**src/rtl/uart_line_loader.sv**
```systemverilog
// Host command parser feeding framebuffer RAM port A: 'L' + two row digits + 128 payload
// bytes loads one row, 'Z' clears all 4096 bytes; one registered byte write per cycle.
module uart_line_loader #(
    parameter int TIMEOUT_WIDTH = 24,
    parameter int TIMEOUT_TICKS = 1330000
) (
    input  logic        clk_in,
    input  logic        reset,
    input  logic [7:0]  rx_data,
    input  logic        rx_valid,
    output logic [11:0] ram_address,
    output logic [7:0]  ram_data_out,
    output logic        ram_write_enable,
    output logic        ram_clk_enable,
    output logic        busy,
    output logic        line_done,
    output logic        clear_done,
    output logic        cmd_error
);

    typedef enum logic [2:0] {
        IDLE,
        ROW_HI,
        ROW_LO,
        PAYLOAD,
        CLEAR
    } state_t;

    localparam logic [TIMEOUT_WIDTH-1:0] TIMEOUT_LAST = TIMEOUT_WIDTH'(TIMEOUT_TICKS - 1);
    localparam logic [TIMEOUT_WIDTH-1:0] TIMEOUT_ONE  = TIMEOUT_WIDTH'(1);

    state_t                   state_q;
    logic [1:0]               tens_q;
    logic [4:0]               row_q;
    logic [6:0]               count_q;
    logic [11:0]              clear_q;
    logic [TIMEOUT_WIDTH-1:0] idle_q;
    logic [11:0]              addr_q;
    logic [7:0]               data_q;
    logic                     we_q;
    logic                     busy_q;
    logic                     line_done_q;
    logic                     clear_done_q;
    logic                     err_q;

    logic [5:0] row_d;
    logic       tens_ok;
    logic       units_ok;
    logic       timeout_hit;

    always_comb begin
        row_d       = ({4'd0, tens_q} * 6'd10) + {2'd0, rx_data[3:0]};
        tens_ok     = (rx_data >= 8'h30) && (rx_data <= 8'h33);
        units_ok    = (rx_data >= 8'h30) && (rx_data <= 8'h39);
        timeout_hit = (idle_q == TIMEOUT_LAST);
    end

    // Idle counter only runs while a command is half-received; a byte always beats a timeout.
    always_ff @(posedge clk_in or negedge reset) begin
        if (!reset) begin
            state_q      <= IDLE;
            tens_q       <= '0;
            row_q        <= '0;
            count_q      <= '0;
            clear_q      <= '0;
            idle_q       <= '0;
            addr_q       <= '0;
            data_q       <= '0;
            we_q         <= 1'b0;
            busy_q       <= 1'b0;
            line_done_q  <= 1'b0;
            clear_done_q <= 1'b0;
            err_q        <= 1'b0;
        end else begin
            we_q         <= 1'b0;
            line_done_q  <= 1'b0;
            clear_done_q <= 1'b0;
            err_q        <= 1'b0;
            busy_q       <= (state_q != IDLE);

            if (state_q == IDLE || state_q == CLEAR || rx_valid || timeout_hit)
                idle_q <= '0;
            else
                idle_q <= idle_q + TIMEOUT_ONE;

            case (state_q)
                IDLE: begin
                    if (rx_valid) begin
                        if (rx_data == 8'h4C) begin
                            state_q <= ROW_HI;
                        end else if (rx_data == 8'h5A) begin
                            clear_q <= '0;
                            state_q <= CLEAR;
                        end
                    end
                end
                ROW_HI: begin
                    if (rx_valid) begin
                        if (tens_ok) begin
                            tens_q  <= rx_data[1:0];
                            state_q <= ROW_LO;
                        end else begin
                            err_q   <= 1'b1;
                            state_q <= IDLE;
                        end
                    end else if (timeout_hit) begin
                        err_q   <= 1'b1;
                        state_q <= IDLE;
                    end
                end
                ROW_LO: begin
                    if (rx_valid) begin
                        if (units_ok && row_d <= 6'd31) begin
                            row_q   <= row_d[4:0];
                            count_q <= '0;
                            state_q <= PAYLOAD;
                        end else begin
                            err_q   <= 1'b1;
                            state_q <= IDLE;
                        end
                    end else if (timeout_hit) begin
                        err_q   <= 1'b1;
                        state_q <= IDLE;
                    end
                end
                PAYLOAD: begin
                    if (rx_valid) begin
                        addr_q  <= {row_q, count_q};
                        data_q  <= rx_data;
                        we_q    <= 1'b1;
                        count_q <= count_q + 7'd1;
                        if (count_q == 7'd127) begin
                            line_done_q <= 1'b1;
                            state_q     <= IDLE;
                        end
                    end else if (timeout_hit) begin
                        err_q   <= 1'b1;
                        state_q <= IDLE;
                    end
                end
                CLEAR: begin
                    addr_q  <= clear_q;
                    data_q  <= 8'h00;
                    we_q    <= 1'b1;
                    clear_q <= clear_q + 12'd1;
                    if (rx_valid)
                        err_q <= 1'b1;
                    if (clear_q == 12'hFFF) begin
                        clear_done_q <= 1'b1;
                        state_q      <= IDLE;
                    end
                end
                default: state_q <= IDLE;
            endcase
        end
    end

    assign ram_address      = addr_q;
    assign ram_data_out     = data_q;
    assign ram_write_enable = we_q;
    assign ram_clk_enable   = we_q;
    assign busy             = busy_q;
    assign line_done        = line_done_q;
    assign clear_done       = clear_done_q;
    assign cmd_error        = err_q;

endmodule

```
**config.mk**
```make
export PLATFORM = sky130hd
export DESIGN_NAME = uart_line_loader
export DESIGN_NICKNAME = d
export VERILOG_FILES = /design/src/rtl/uart_line_loader.sv
export SDC_FILE = /design/constraint.sdc
export NUM_CORES = 1
export LEC_CHECK = 0
export BUFFER_PORTS_ARGS = -buffer_cell sky130_fd_sc_hd__buf_2
export CAP_MARGIN = 25
export CORE_ASPECT_RATIO = 0.8
export CORE_MARGIN = 1.5
export CORE_UTILIZATION = 55
export CTS_BUF_LIST = sky130_fd_sc_hd__clkbuf_8
export DETAILED_ROUTE_END_ITERATION = 6
export MAX_ROUTING_LAYER = met4
export PLACE_DENSITY = 0.79
export SLEW_MARGIN = 5
export SYNTH_ARGS = -nofsm -noshare
export SYNTH_HDL_FRONTEND = slang
export SYNTH_SLANG_ARGS = --single-unit
```
**constraint.sdc**
```tcl
create_clock -name clk_in -period 3.7 [get_ports clk_in]
set_clock_uncertainty 0.15 [all_clocks]
set_input_delay 0.185 -clock clk_in [delete_from_list [all_inputs] [get_ports clk_in]]
set_output_delay 0.185 -clock clk_in [all_outputs]
set_load 0.005 [all_outputs]
```
# Yosys cells after proc, flatten, opt, wreduce, memory -nomap -nowiden
# Cells that the tools add are included.
# classes
add_sub_neg	4
multipliers	1
n_lt_le_gt_ge	4
n_eq_ne	18
n_mux	39
reduce_logical	17
# ops
op	count
$mux W12	4
$pmux W12 S2	2
$mux W3	9
$add A24 B1 Y24 const B	1
$eq A24 B21 Y1 const B	1
$mux W24	1
$mux W7	3
$eq A8 B7 Y1 const B	2
$le A8 B6 Y1 const B	2
$pmux W8 S2	1
$pmux W3 S5	1
$pmux W7 S2	1
$add A12 B1 Y12 const B	1
$eq A12 B12 Y1 const B	1
$mux W1	12
$reduce_and A4 Y1	3
$ne A2 B2 Y1 const B	5
$ge A8 B6 Y1 const B	1
$mux W8	1
$add A7 B1 Y7 const B	1
$eq A7 B7 Y1 const B	1
$add A6 B4 Y6	1
$eq A3 B2 Y1 const B	2
$le A6 B5 Y1 const B	1
16 further kinds	25
# totals
regBits	78
inputBits	11
output_inout_bits	26
wordCells	96

# Longest topological paths before layout
# depth
depth_word	7
ltp_mapped	9
mapped_depth_nobuf	8

# Worst setup path before layout
# OpenSTA, ideal clock, no wires.
# synth_path
kind	register -> register
from	register tens_q[0]
to	register count_q[6]
setup_time_ns	0.121
t_arrival_ns	1.778
t_required_ns	3.429
path_slack_ns	1.651
path_stages_with_launch	9
path_buffers	0
synth_period_minus_slack_ns	2.049
cell_sequence	dfrtp_1 ha_1 inv_1 fa_1 nor2b_1 o21ai_0 a21oi_1 o21ai_0 a22o_1
# synth_via
elab_chain_len	6
# synth_lines
item	line_no	text
start: declaration	33	logic [1:0] tens_q;
start signal: assignment	100	tens_q <= rx_data[1:0];
$mul A2 B3 Y5	52	row_d = ({4'd0, tens_q} * 6'd10) + {2'd0, rx_data[3:0]};
$add A6 B4 Y6	52	
$le A6 B5 Y1	113	if (units_ok && row_d <= 6'd31) begin
$logic_and A1 B1 Y1	113	
$ne A2 B2 Y1 (no line)	n/a	
$reduce_and A4 Y1 (no line)	n/a	
end signal: assignment	131	count_q <= count_q + 7'd1;
end: declaration	35	logic [6:0] count_q;
# Every way passes these cells.
# A chain may end at the register's enable or synchronous reset.

# Final worst setup path
# layout_path
from	input port rx_data[1]
to	register count_q[6]
# layout_via
elab_chain_len	5
word_cells_on_any_way	8
classes_between	1 x add/sub; 3 x order compare; 1 x eq/ne; 3 x reduce/logical
# layout_lines
item	line_no	text
start: declaration	9	input logic [7:0] rx_data,
$add A6 B4 Y6, or another cell as far along	52	
$le A6 B5 Y1 or $logic_and A1 B1 Y1 (tied branches)	113, 54	
$logic_and A1 B1 Y1 (*)	113	
$ne A2 B2 Y1 (no line) (*)	n/a	
$reduce_and A4 Y1 (no line) (*)	n/a	
# Mark *: on every way between the ends. The rest lies on a longest branch, timed or not.

==> metrics <==
Main synth FF type=dfrtp_1; Clock Pin Slew Worst Setup and Hold Paths=about 80 ps; met2 usage=38.5%; Worst Setup Start Kind=input pin; Net Switching=0.577 mW; drt total wl=8490 µm; Int Power=1.49 mW; Synth area leader=dfrtp_1; Hold Fails Final Rpt=0; area growth from synthesis to layout=14.9%; number of global-route vias before repair=3102; Worst Tran Pin Value=743 ps; Antenna Violating Nets Remaining=0; Power Total=between 2 and 2.5 mW; Period minus WS final=2690 ps; H-tree depth=3; Seq pwr share=between 50% and 60%; Clock Path Buffers=2; Final Cycle Share=72.7%; Post-synth EDFFs=0; RePlAce Congestion=0.887; # IOs=37; Cell Area, Placed=roughly 4000 µm²; Post-Layout Inst Area=4400 µm²; CTS tree=yes; run status=complete, no violations; row cnt=26; # DRC=0; hold_buf cts=9; Sw Share=27.9%; first-pass GRT wire length=14600 µm; Synth Instances=400; Max FO, Critical Path=8; Logic pwr share=16.8%; root buffer cell=clkbuf_8; Power Dens Cells=between 400 and 500 nW/µm²; hold crit path type=in2async; largest net degree at the start of global routing=79; full die area=around 7500 µm²; Pre-antenna DRT Iters=4; Mapped Area=3830 µm²; CTS Buf Count=9; share of the synthesized area in the top cell type=a little over 50%; Largest stage delay, worst path=540 ps; CP Class=in2reg; met1 usage=37.3%; Crit. End Element=flop; DP Cell Count=509; vias=3127; grt ovf=0; cells taking the most area after synthesis=dfrtp_1 51%, nor2_1 6.7%, nand2_1 4.0%; Crit path max-delay family=compound AO/OA/AOI/OAI gates; routing usage on met3=6.47%; Worst path slowest cell=a21oi_1; async set or reset register ratio after synthesis=100%; Post-CTS Setup Bufs=0; WP data required=between 3000 and 4000 ps; unrepaired setup endpoints after global routing=no; Relative slew margins=50.3%; core area=6570 µm²; critical path cell sequence=dlygate4sd3_1 > buf_2 > ha_1 > inv_1 > fa_1 > nor2b_1 > o21ai_0 > a21oi_1 > o21ai_0 > a22o_1; Total GRT Usage=26.2%; initial antenna violation count=0; Final Non-Filler Cells=535; clk_lat worst skew=about 340 ps; final hold slack=131 ps; share of cells above drive strength 1=14.6%; nets@finish=464; critical path arrival=2770 ps; crit path buf inv count=3; Initial Utilization=58.3%; commonest cells in the synthesized netlist=78 x dfrtp_1, 68 x nor2_1, 41 x nand2_1, 30 x nand3_1, 17 x xor2_1; Static Leak=between 1.5 and 2 nW; R2R Setup Slk=1170 ps; most used cell, CP=o21ai_0; syn avg cell area=9.57 µm²; Netlist cell types=48; Reg-to-Reg End=count_q[6]; DR iter-0 viols=between 200 and 250; Vias/cell=5.84; peak supply drop=0.328 mV; reg2reg start=tens_q[0]; max cap viols=0; FF-to-FF path depth=8; post-synthesis sequential area ratio=51.0%; Max Slew Vio Count=0; FMAX=372 MHz; DR WL/cell=approximately 16 µm; GR peak layer=met2; Port Buffers=36; post_cts resized=0; setup tns final=0 ps; final setup fails=0; Die W=96.3 µm; clock power share=32.9%; most common cell in the netlist=dfrtp_1; Post-Syn Nets=418; hpwl dp=5920 µm; Ant. Diodes=0; Die Span Y=77.6 µm; CTS sink count=78; Ys Warns=0; Synth Register Bits=slightly below 80
state kept, by name, indices dropped and copies added, names as in the netlist, 2 cells and up:
name and flops:
ram_data_out 8, count_q 7, tens_q 2, idle_q 24, clear_q 12, state_q 3, ram_address 12, row_q 5
through the flow:
stage / setup WS [ps] / util (%)
2_1_floorplan: 1650 / -
3_3_place_gp: 1300 / 61.9
3_5_place_dp: 1200 / 61.9
4_1_cts: 1060 / 66.6
5_1_grt: 865 / 67.0
6_report: 1010 / 67.0
layer usage:
layer,wire length [µm],up-vias
met3,522,12
met2,3900,99
met4,76,0
li1,-,1501
met5,0,-
met1,4000,1515
power groups by stage:
| stage | Combinational [mW] | Sequential, mW | Clock (mW) |
|---|---|---|---|
| 6_report | 0.347 | 1.04 | 0.679 |
| 5_1_grt | 0.404 | 1.06 | 0.729 |
| 4_1_cts | 0.348 | 1.04 | 0.690 |
| 3_5_place_dp | 0.339 | 1.06 | 0 |
| 3_3_place_gp | 0.327 | 1.05 | 0 |
| 2_1_floorplan | 0.196 | 1.05 | 0 |
worst max path at each step:
| stage | startpoint | endpoint | slack, ps | depth (start not counted) |
|---|---|---|---|---|
| floorplan | tens_q[0] | count_q[6] | 1650 | 8 |
| global placement | idle_q[12] | idle_q[11] | 1300 | 5 |
| detailed placement | idle_q[12] | idle_q[7] | 1200 | 5 |
| CTS | rx_data[1] | state_q[0] | 1060 | 10 |
| global route | rx_data[1] | state_q[1] | 870 | 10 |
| finish | rx_data[1] | count_q[6] | 1010 | 10 |
layout by cell type, fill, tap and decap left out, types with 2 or more instances in the layout:
cell / synthesis / final
ha_1: 6 / 6
or3_1: 6 / 6
or4_1: 3 / 3
a21oi_1: 6 / 6
and4_1: 4 / 4
nor2_1: 68 / 68
nand2_1: 41 / 41
xor2_1: 17 / 17
clkinv_2: 0 / 2
or2_2: 2 / 2
mux2_2: 4 / 4
nand4_1: 10 / 10
a22o_1: 2 / 2
nand3b_1: 3 / 3
o22ai_1: 12 / 12
nor2b_1: 4 / 4
xnor2_1: 16 / 16
buf_4: 3 / 3
nor4_2: 2 / 2
buf_2: 0 / 35
o41ai_1: 2 / 2
o311ai_0: 2 / 2
nor3_1: 13 / 13
nand3_1: 30 / 30
and3_1: 8 / 8
dlygate4sd3_1: 0 / 9
o21ai_0: 16 / 16
nor4_1: 4 / 4
nor3b_1: 3 / 3
inv_1: 7 / 7
clkbuf_8: 0 / 13
dfrtp_1: 78 / 78
kinds of logic after synthesis:
| logic type | after synthesis | share of synthesized area (%) |
|---|---|---|
| and+or+nand+nor | 210 | 27.6 |
| buffers and inverters | 21 | 2.55 |
| muxes | 4 | 1.18 |
| adders and majority gates | 7 | 2.48 |
| AOI/OAI and AO/OA | 47 | 7.71 |
| DFF | 78 | 51.0 |
| xor gates and xnor gates | 33 | 7.55 |
final cells by class:
class,count,area [µm²]
inverter,8,30.0
fill,541,2170
tap,84,105
clock buffer,13,179
timing repair buffer,48,315
sequential,78,1950
multi-input combinational,301,1780
clock inverter,3,40.0
(Power assumes the default switching activity.)
